**src/rtl/mips_pkg.sv**
```systemverilog
// Shared encodings for the multicycle MIPS control path:
// state codes, opcodes, funct fields and ALU control values.
package mips_pkg;

   localparam int ST_BITS = 4;

   typedef logic [ST_BITS-1:0] state_t;

   localparam state_t S_FETCH    = 4'd0;
   localparam state_t S_DECODE   = 4'd1;
   localparam state_t S_MEMADR   = 4'd2;
   localparam state_t S_MEMRD    = 4'd3;
   localparam state_t S_MEMWB    = 4'd4;
   localparam state_t S_MEMWR    = 4'd5;
   localparam state_t S_EXECUTE  = 4'd6;
   localparam state_t S_ALUWB    = 4'd7;
   localparam state_t S_BRANCH   = 4'd8;
   localparam state_t S_ADDIEXEC = 4'd9;
   localparam state_t S_ADDIWB   = 4'd10;
   localparam state_t S_JUMP     = 4'd11;

   localparam logic [5:0] OP_RTYPE = 6'b000000;
   localparam logic [5:0] OP_LW    = 6'b100011;
   localparam logic [5:0] OP_SW    = 6'b101011;
   localparam logic [5:0] OP_BEQ   = 6'b000100;
   localparam logic [5:0] OP_ADDI  = 6'b001000;
   localparam logic [5:0] OP_J     = 6'b000010;

   localparam logic [5:0] FN_ADD = 6'b100000;
   localparam logic [5:0] FN_SUB = 6'b100010;
   localparam logic [5:0] FN_AND = 6'b100100;
   localparam logic [5:0] FN_OR  = 6'b100101;
   localparam logic [5:0] FN_SLT = 6'b101010;

   typedef logic [1:0] aluop_t;

   localparam aluop_t ALUOP_ADD   = 2'b00;
   localparam aluop_t ALUOP_SUB   = 2'b01;
   localparam aluop_t ALUOP_FUNCT = 2'b10;

   localparam logic [2:0] ALU_ADD = 3'b010;
   localparam logic [2:0] ALU_SUB = 3'b110;
   localparam logic [2:0] ALU_AND = 3'b000;
   localparam logic [2:0] ALU_OR  = 3'b001;
   localparam logic [2:0] ALU_SLT = 3'b111;

endpackage

```
**src/rtl/alu_decoder.sv**
```systemverilog
// Maps the controller's aluop and the instruction funct field
// onto the 3-bit ALU control code.
module alu_decoder
   import mips_pkg::*;
(
   input  logic [1:0] aluop,
   input  logic [5:0] funct,
   output logic [2:0] alu_control,
   output logic       bad_funct
);

   always_comb begin
      alu_control = ALU_ADD;
      bad_funct   = 1'b0;
      case (aluop)
         ALUOP_ADD: alu_control = ALU_ADD;
         ALUOP_SUB: alu_control = ALU_SUB;
         ALUOP_FUNCT: begin
            case (funct)
               FN_ADD:  alu_control = ALU_ADD;
               FN_SUB:  alu_control = ALU_SUB;
               FN_AND:  alu_control = ALU_AND;
               FN_OR:   alu_control = ALU_OR;
               FN_SLT:  alu_control = ALU_SLT;
               default: bad_funct   = 1'b1;
            endcase
         end
         default: alu_control = ALU_ADD;
      endcase
   end

endmodule

```
**src/rtl/multicycle_controller.sv**
```systemverilog
// Moore control FSM for the multicycle MIPS datapath; sequences
// fetch, decode, execute, memory and writeback for each instruction.
module multicycle_controller
   import mips_pkg::*;
#(
   parameter int STATE_W = 4
) (
   input  logic               clk,
   input  logic               reset,
   input  logic [5:0]         op,
   input  logic [5:0]         funct,
   input  logic               zero,
   output logic               pc_en,
   output logic               i_or_d,
   output logic               mem_write,
   output logic               ir_write,
   output logic               reg_dst,
   output logic               mem_to_reg,
   output logic               reg_write,
   output logic               alusrc_a,
   output logic [1:0]         alusrc_b,
   output logic [2:0]         alu_control,
   output logic [1:0]         pc_src,
   output logic               illegal_op,
   output logic [STATE_W-1:0] state
);

   state_t state_q;
   state_t state_d;

   logic   pc_write;
   logic   branch;
   logic   mem_write_s;
   logic   ir_write_s;
   logic   reg_write_s;
   logic   op_bad;
   logic   bad_funct;
   aluop_t aluop;

   always_ff @(posedge clk) begin
      if (!reset) state_q <= S_FETCH;
      else        state_q <= state_d;
   end

   always_comb begin
      state_d = S_FETCH;
      op_bad  = 1'b0;
      case (state_q)
         S_FETCH: state_d = S_DECODE;
         S_DECODE: begin
            case (op)
               OP_LW, OP_SW: state_d = S_MEMADR;
               OP_RTYPE:     state_d = S_EXECUTE;
               OP_BEQ:       state_d = S_BRANCH;
               OP_ADDI:      state_d = S_ADDIEXEC;
               OP_J:         state_d = S_JUMP;
               default:      op_bad  = 1'b1;
            endcase
         end
         S_MEMADR: begin
            if (op == OP_LW)      state_d = S_MEMRD;
            else if (op == OP_SW) state_d = S_MEMWR;
         end
         S_MEMRD:    state_d = S_MEMWB;
         S_EXECUTE:  state_d = S_ALUWB;
         S_ADDIEXEC: state_d = S_ADDIWB;
         default:    state_d = S_FETCH;
      endcase
   end

   always_comb begin
      pc_write    = 1'b0;
      branch      = 1'b0;
      i_or_d      = 1'b0;
      mem_write_s = 1'b0;
      ir_write_s  = 1'b0;
      reg_dst     = 1'b0;
      mem_to_reg  = 1'b0;
      reg_write_s = 1'b0;
      alusrc_a    = 1'b0;
      alusrc_b    = 2'b00;
      aluop       = ALUOP_ADD;
      pc_src      = 2'b00;
      case (state_q)
         S_FETCH: begin
            ir_write_s = 1'b1;
            pc_write   = 1'b1;
            alusrc_b   = 2'b01;
         end
         S_DECODE: alusrc_b = 2'b11;
         S_MEMADR, S_ADDIEXEC: begin
            alusrc_a = 1'b1;
            alusrc_b = 2'b10;
         end
         S_MEMRD: i_or_d = 1'b1;
         S_MEMWB: begin
            mem_to_reg  = 1'b1;
            reg_write_s = 1'b1;
         end
         S_MEMWR: begin
            i_or_d      = 1'b1;
            mem_write_s = 1'b1;
         end
         S_EXECUTE: begin
            alusrc_a = 1'b1;
            aluop    = ALUOP_FUNCT;
         end
         S_ALUWB: begin
            reg_dst     = 1'b1;
            reg_write_s = 1'b1;
         end
         S_ADDIWB: reg_write_s = 1'b1;
         S_BRANCH: begin
            alusrc_a = 1'b1;
            aluop    = ALUOP_SUB;
            pc_src   = 2'b01;
            branch   = 1'b1;
         end
         S_JUMP: begin
            pc_src   = 2'b10;
            pc_write = 1'b1;
         end
         default: pc_write = 1'b0;
      endcase
   end

   alu_decoder u_alu_decoder (
      .aluop       (aluop),
      .funct       (funct),
      .alu_control (alu_control),
      .bad_funct   (bad_funct)
   );

   // Write strobes are gated by reset so an abandoned instruction never commits.
   assign pc_en      = reset & (pc_write | (branch & zero));
   assign ir_write   = reset & ir_write_s;
   assign mem_write  = reset & mem_write_s;
   assign reg_write  = reset & reg_write_s;
   assign illegal_op = reset & (op_bad |
                                ((state_q == S_EXECUTE) & bad_funct));
   assign state      = STATE_W'(state_q);

endmodule

```
**config.mk**
```make
export PLATFORM = sky130hd
export DESIGN_NAME = multicycle_controller
export DESIGN_NICKNAME = d
export VERILOG_FILES = /design/src/rtl/mips_pkg.sv /design/src/rtl/alu_decoder.sv /design/src/rtl/multicycle_controller.sv
export SDC_FILE = /design/constraint.sdc
export NUM_CORES = 1
export LEC_CHECK = 0
export ABC_AREA = 1
export BUFFER_PORTS_ARGS = -buffer_cell sky130_fd_sc_hd__buf_2
export CAP_MARGIN = 20
export CORE_MARGIN = 2
export CORE_UTILIZATION = 24
export DETAILED_ROUTE_END_ITERATION = 16
export PLACE_DENSITY = 0.51
export SLEW_MARGIN = 20
export SYNTH_ARGS = -nofsm -noshare
export SYNTH_HDL_FRONTEND = slang
export SYNTH_SLANG_ARGS = --single-unit
```
**constraint.sdc**
```tcl
create_clock -name clk -period 1.2 [get_ports clk]
set_input_delay 0.06 -clock clk [delete_from_list [all_inputs] [get_ports clk]]
set_output_delay 0.06 -clock clk [all_outputs]
set_load 0.02 [all_outputs]
```
Yosys cells after proc, flatten, opt, wreduce, memory -nomap -nowiden
Cells that the tools add are included.
{"block": "word_totals", "regBits": 4, "in_bits": 15, "output_inout_bits": 20, "word_cells": 65}
{"block": "op_classes", "eq_ne": 23, "n_mux": 22, "bitwise_logic": 9, "n_reduce_logical": 10}
{"op": "$eq 6x6->1 const B", "count": 7}
{"op": "$pmux 4 s6", "count": 1}
{"op": "$pmux 4 s5", "count": 1}
{"op": "$eq 4x3->1 const B", "count": 4}
{"op": "$eq 4x4->1 const B", "count": 4}
{"op": "$mux 1", "count": 13}
{"op": "$pmux 3 s4", "count": 1}
{"op": "$eq 4x2->1 const B", "count": 2}
{"op": "$pmux 2 s2", "count": 2}
{"op": "$reduce_or 2->1", "count": 4}
{"op": "$and 1x1->1", "count": 7}
{"op": "$eq 6x2->1 const B", "count": 1}
{"op": "$eq 6x3->1 const B", "count": 1}
{"op": "$eq 6x4->1 const B", "count": 1}
{"op": "$logic_not 6->1", "count": 1}
{"op": "$mux 3", "count": 2}
{"op": "$pmux 2 s3", "count": 1}
{"op": "$pmux 3 s2", "count": 1}
{"op": "$reduce_or 6->1", "count": 1}
{"op": "$reduce_or 5->1", "count": 1}
{"op": "$eq 4x1->1 const B", "count": 1}
{"op": "$logic_not 4->1", "count": 1}
{"op": "$reduce_or 4->1", "count": 1}
{"op": "$reduce_or 3->1", "count": 1}
{"op": "other kinds (3)", "count": 4}

Longest topological paths before layout
{"block": "depth", "depth_word": 7, "depth_mapped": 9, "mapped_depth_nobuf": 9}

By module
From an unflattened synthesis, not the netlist that was laid out.
{"block": "unflattened", "cells_unflattened": 120, "hier_area_um2": 621.8}
{"mod": "multicycle_controller", "n_inst": 1, "cells_each": 93, "area_each_um2": 483.0, "seq_area_each_um2": 80.1}
{"mod": "alu_decoder", "n_inst": 1, "cells_each": 27, "area_each_um2": 138.9, "seq_area_each_um2": 0.0}

Worst setup path after synthesis
No wires, ideal clock.
{"block": "synth_path", "path_type": "register to output", "startpoint": "register state_q[1], in the netlist state[1]", "endpoint": "output port alu_control[2]", "arrival_time_ns": 1.930, "slack_ns": -0.790, "stages_incl_launch_ff": 8, "path_cell_list": "dfxtp_1 > nor2_1 > inv_1 > nor2_2 > inv_1 > ha_1 > nand3_1 > o21ai_0"}
{"block": "synth_between", "elab_chain_cells": 4}
{"element": "start, declared", "line_no": "multicycle_controller.sv:28", "rtl": "state_t state_q;"}
{"element": "start signal, assigned", "line_no": "multicycle_controller.sv:42", "rtl": "else state_q <= state_d;"}
{"element": "$eq 4x4->1 or $eq 4x3->1 (tied branches)", "line_no": "multicycle_controller.sv:84", "rtl": "case (state_q)"}
{"element": "$pmux 2 s2 (*)", "line_no": "multicycle_controller.sv:84"}
{"element": "$eq 2x2->1 or $eq 2x1->1 (tied branches)", "line_no": "alu_decoder.sv:15", "rtl": "case (aluop)"}
{"element": "$pmux 3 s2 (*)", "line_no": "alu_decoder.sv:15"}
{"element": "end, declared", "line_no": "multicycle_controller.sv:22", "rtl": "output logic [2:0] alu_control,"}
Every way passes the cells marked *; elsewhere a longest branch is shown, timed or not.

Final worst setup path
{"block": "layout_path", "startpoint": "register state_q[1], in the netlist state[1]", "endpoint": "output port alu_control[0]"}
Same word-level chain as after synthesis.

==> impl_results.md <==
* Outcome: finished, violations left
* Failing checks: negative setup slack
* Crit-path max cell delay at 0.36 ns
* Vias in the first global route at 829
* WS Path Type: reg2out
* CTS Buf Count at 3
* NetSw at 0.000196 W
* Worst vdd ir at 0.408 mV
* Clock sinks at 4
* Crit-path slowest cell: dfxtp_4
* CTS max path bufs at 2
* Ratio of cells with drive above 1 in the final layout at 59.1%
* DR vias at 944
* Sum Neg Setup Slack at -3.36 ns
* Crit path max fanout at 4
* GP Congestion at 0.868
* Via/cell ratio at 4.52
* Startpoint Class: flip-flop
* Final hold violations at 0
* PortBufs at 34
* Rel. slew slack at 75.5%
* Seq/Total Area, Yosys at 13.6%
* Fin crit share at 135%
* Total wire length after detailed routing at 2.17 mm
* CTS tree: done
* Unrepaired setup endpoints after global routing: yes
* Worst-Margin Slew at 0.366 ns
* Top Ports at 35
* Antenna fix cells at 0
* Post-Syn Nets at 132
* WHS at 0.124 ns
* Height of the die at 53.4 µm
* Largest net degree at the start of global routing at 9
* Worst EP required at 1.14 ns
* Most frequent cells in the layout: buf_4, nor2_1, buf_2
* Critical path cell sequence: nor2_4 -> inv_2 -> nor2_4 -> inv_2 -> ha_4 -> nand3_2 -> a21oi_4 -> buf_6
* Arrival time at the worst endpoint at 1.56 ns
* Dpl cells at 197
* Comb power frac at 40.6%
* Crit path time final at 1.62 ns
* Setup ws final at -0.421 ns
* Internal power at 0.000359 W
* Wirelength per Cell at 10.4 µm
* Static leakage at 0.662 nW
* Syn Inst Count at 114
* Synthesized area at 587 µm²
* H-tree levels at 1
* Sw frac at 35.4%
* Tightest Hold Check Type: in2reg
* Synth Register Bits at 4
* Final global-route overflow total at 0
* First-pass DRT Iterations at 4
* Worst-Skew Late Latency at 0.25 ns
* Die Width at 53.4 µm
* Commonest non-fill, non-tap cell in the layout: buf_4
* Setup violators final at 15
* Initial Util at 26.0%
* Power share of the clock group at 34.6%
* Rows at 17
* Non-filler instance count after layout at 209
* Cell Pwr Density at 430 nW/µm²
* DP HPWL at 1.63 mm
* Final ANT Viol Nets at 0
* Largest register FFs at 4
* DR iter-0 viols at 12
* Clock skew at 0.0110 ns
* First-pass GRT wire length at 3.38 mm
* Fill count at 234
* Root Driver: clkbuf_4
* Max_cap viols at 0
* GRT Util Overall at 15.9%
* Sequential share of power at 24.8%
* Clock slew at reported path FFs at 0.05 ns
* Crit. End Element: primary output
* Syn_area_per_cell at 5.15 µm²
* Yosys warns at 0
* Fin nets at 200
* Fmax at 0.617 GHz
* Pins over their slew limit at 0
* DP Worst Slack at -0.268 ns
* Netlist cell types at 15
* Initial antenna violation count at 0
* DRC violations left at 0
* Area of the core at 2250 µm²
* Area delta synth->final at 120%
* Die ar. at 2860 µm²
-- cells in the mapped netlist --
cell type  instances  area, µm²
nand2_2            1       6.26
ha_1               3       37.5
o22ai_1            1       6.26
nand3b_1           2       15.0
nand3_1           17       85.1
nand2_1           20       75.1
a31oi_1            1       6.26
dfxtp_1            4       80.1
inv_1             22       82.6
nor2_4             2       22.5
nor2_2             1       6.26
nor2_1            29        109
o21ai_0            3       15.0
a21oi_1            7       35.0
nor3_1             1       5.00
-- through the flow --
step	utilization [%]	cell area, µm²	total power, W
finish	57.3	1290	0.000555
global route	57.3	1290	0.000589
CTS	53.3	1200	0.000545
detailed placement	45.1	1020	0.000328
global placement	45.1	1020	0.000326
floorplan	-	654	0.000248
-- cell type report --
type,count,area [µm²],share of cell area [%]
multi-input combinational,88,576,44.6
tap,28,35.0,2.71
inverter,22,87.6,6.78
clock buffer,4,26.3,2.03
sequential,4,95.1,7.36
timing repair buffer,63,472,36.5
-- cell families after synthesis --
| family | count (synthesis) | share of synthesized area, % |
|---|---|---|
| simple gates | 73 | 55.2 |
| buf+inv | 22 | 14.1 |
| flops | 4 | 13.6 |
| compound gates | 12 | 10.7 |
| fa+ha+maj | 3 | 6.40 |
-- critical path: cells and delay by family, from the launching register on --
kind	cells	cell delay [ns]
AO/OA/AOI/OAI	1	0.12
adder cells (fa/ha/maj)	1	0.29
buffers and inverters	3	0.24
flip-flops	1	0.36
AND/OR/NAND/NOR	3	0.31
-- repair_timing --
action | CTS | global route
hold buffers | 0 | 0
gates resized for setup | 47 | 18
pin swaps | 9 | 5
setup endpoints to repair | 19 | 20
setup buffers | 3 | 6
-- power by group through the flow --
| stage | logic, W | registers (W) | clock network [W] |
|---|---|---|---|
| finish | 0.000225 | 0.000138 | 0.000192 |
| global route | 0.000249 | 0.000138 | 0.000203 |
| CTS | 0.000213 | 0.000139 | 0.000193 |
| detailed placement | 0.000183 | 0.000144 | 0 |
| global placement | 0.000182 | 0.000144 | 0 |
| floorplan | 0.0000972 | 0.000151 | 0 |
-- layer usage --
metal | vias to the layer above | part of all wire, % | GRT usage, %
met5 | - | 0 | 0
met4 | 0 | 1.2 | 4.70
met3 | 4 | 4.2 | 1.41
met2 | 32 | 52 | 31.3
met1 | 414 | 42 | 17.4
li1 | 494 | - | -
-- worst paths after layout --
kind | startpoint | to | slack, ns | depth (start not counted)
max | state[1] | alu_control[0] | -0.42 | 8
min | op[3] | state[2] | 0.12 | 3
min reg2reg | state[0] | state[0] | 0.73 | 4
max reg2reg | state[3] | state[2] | -0.02 | 6
Power figures use the tool's default switching activity.
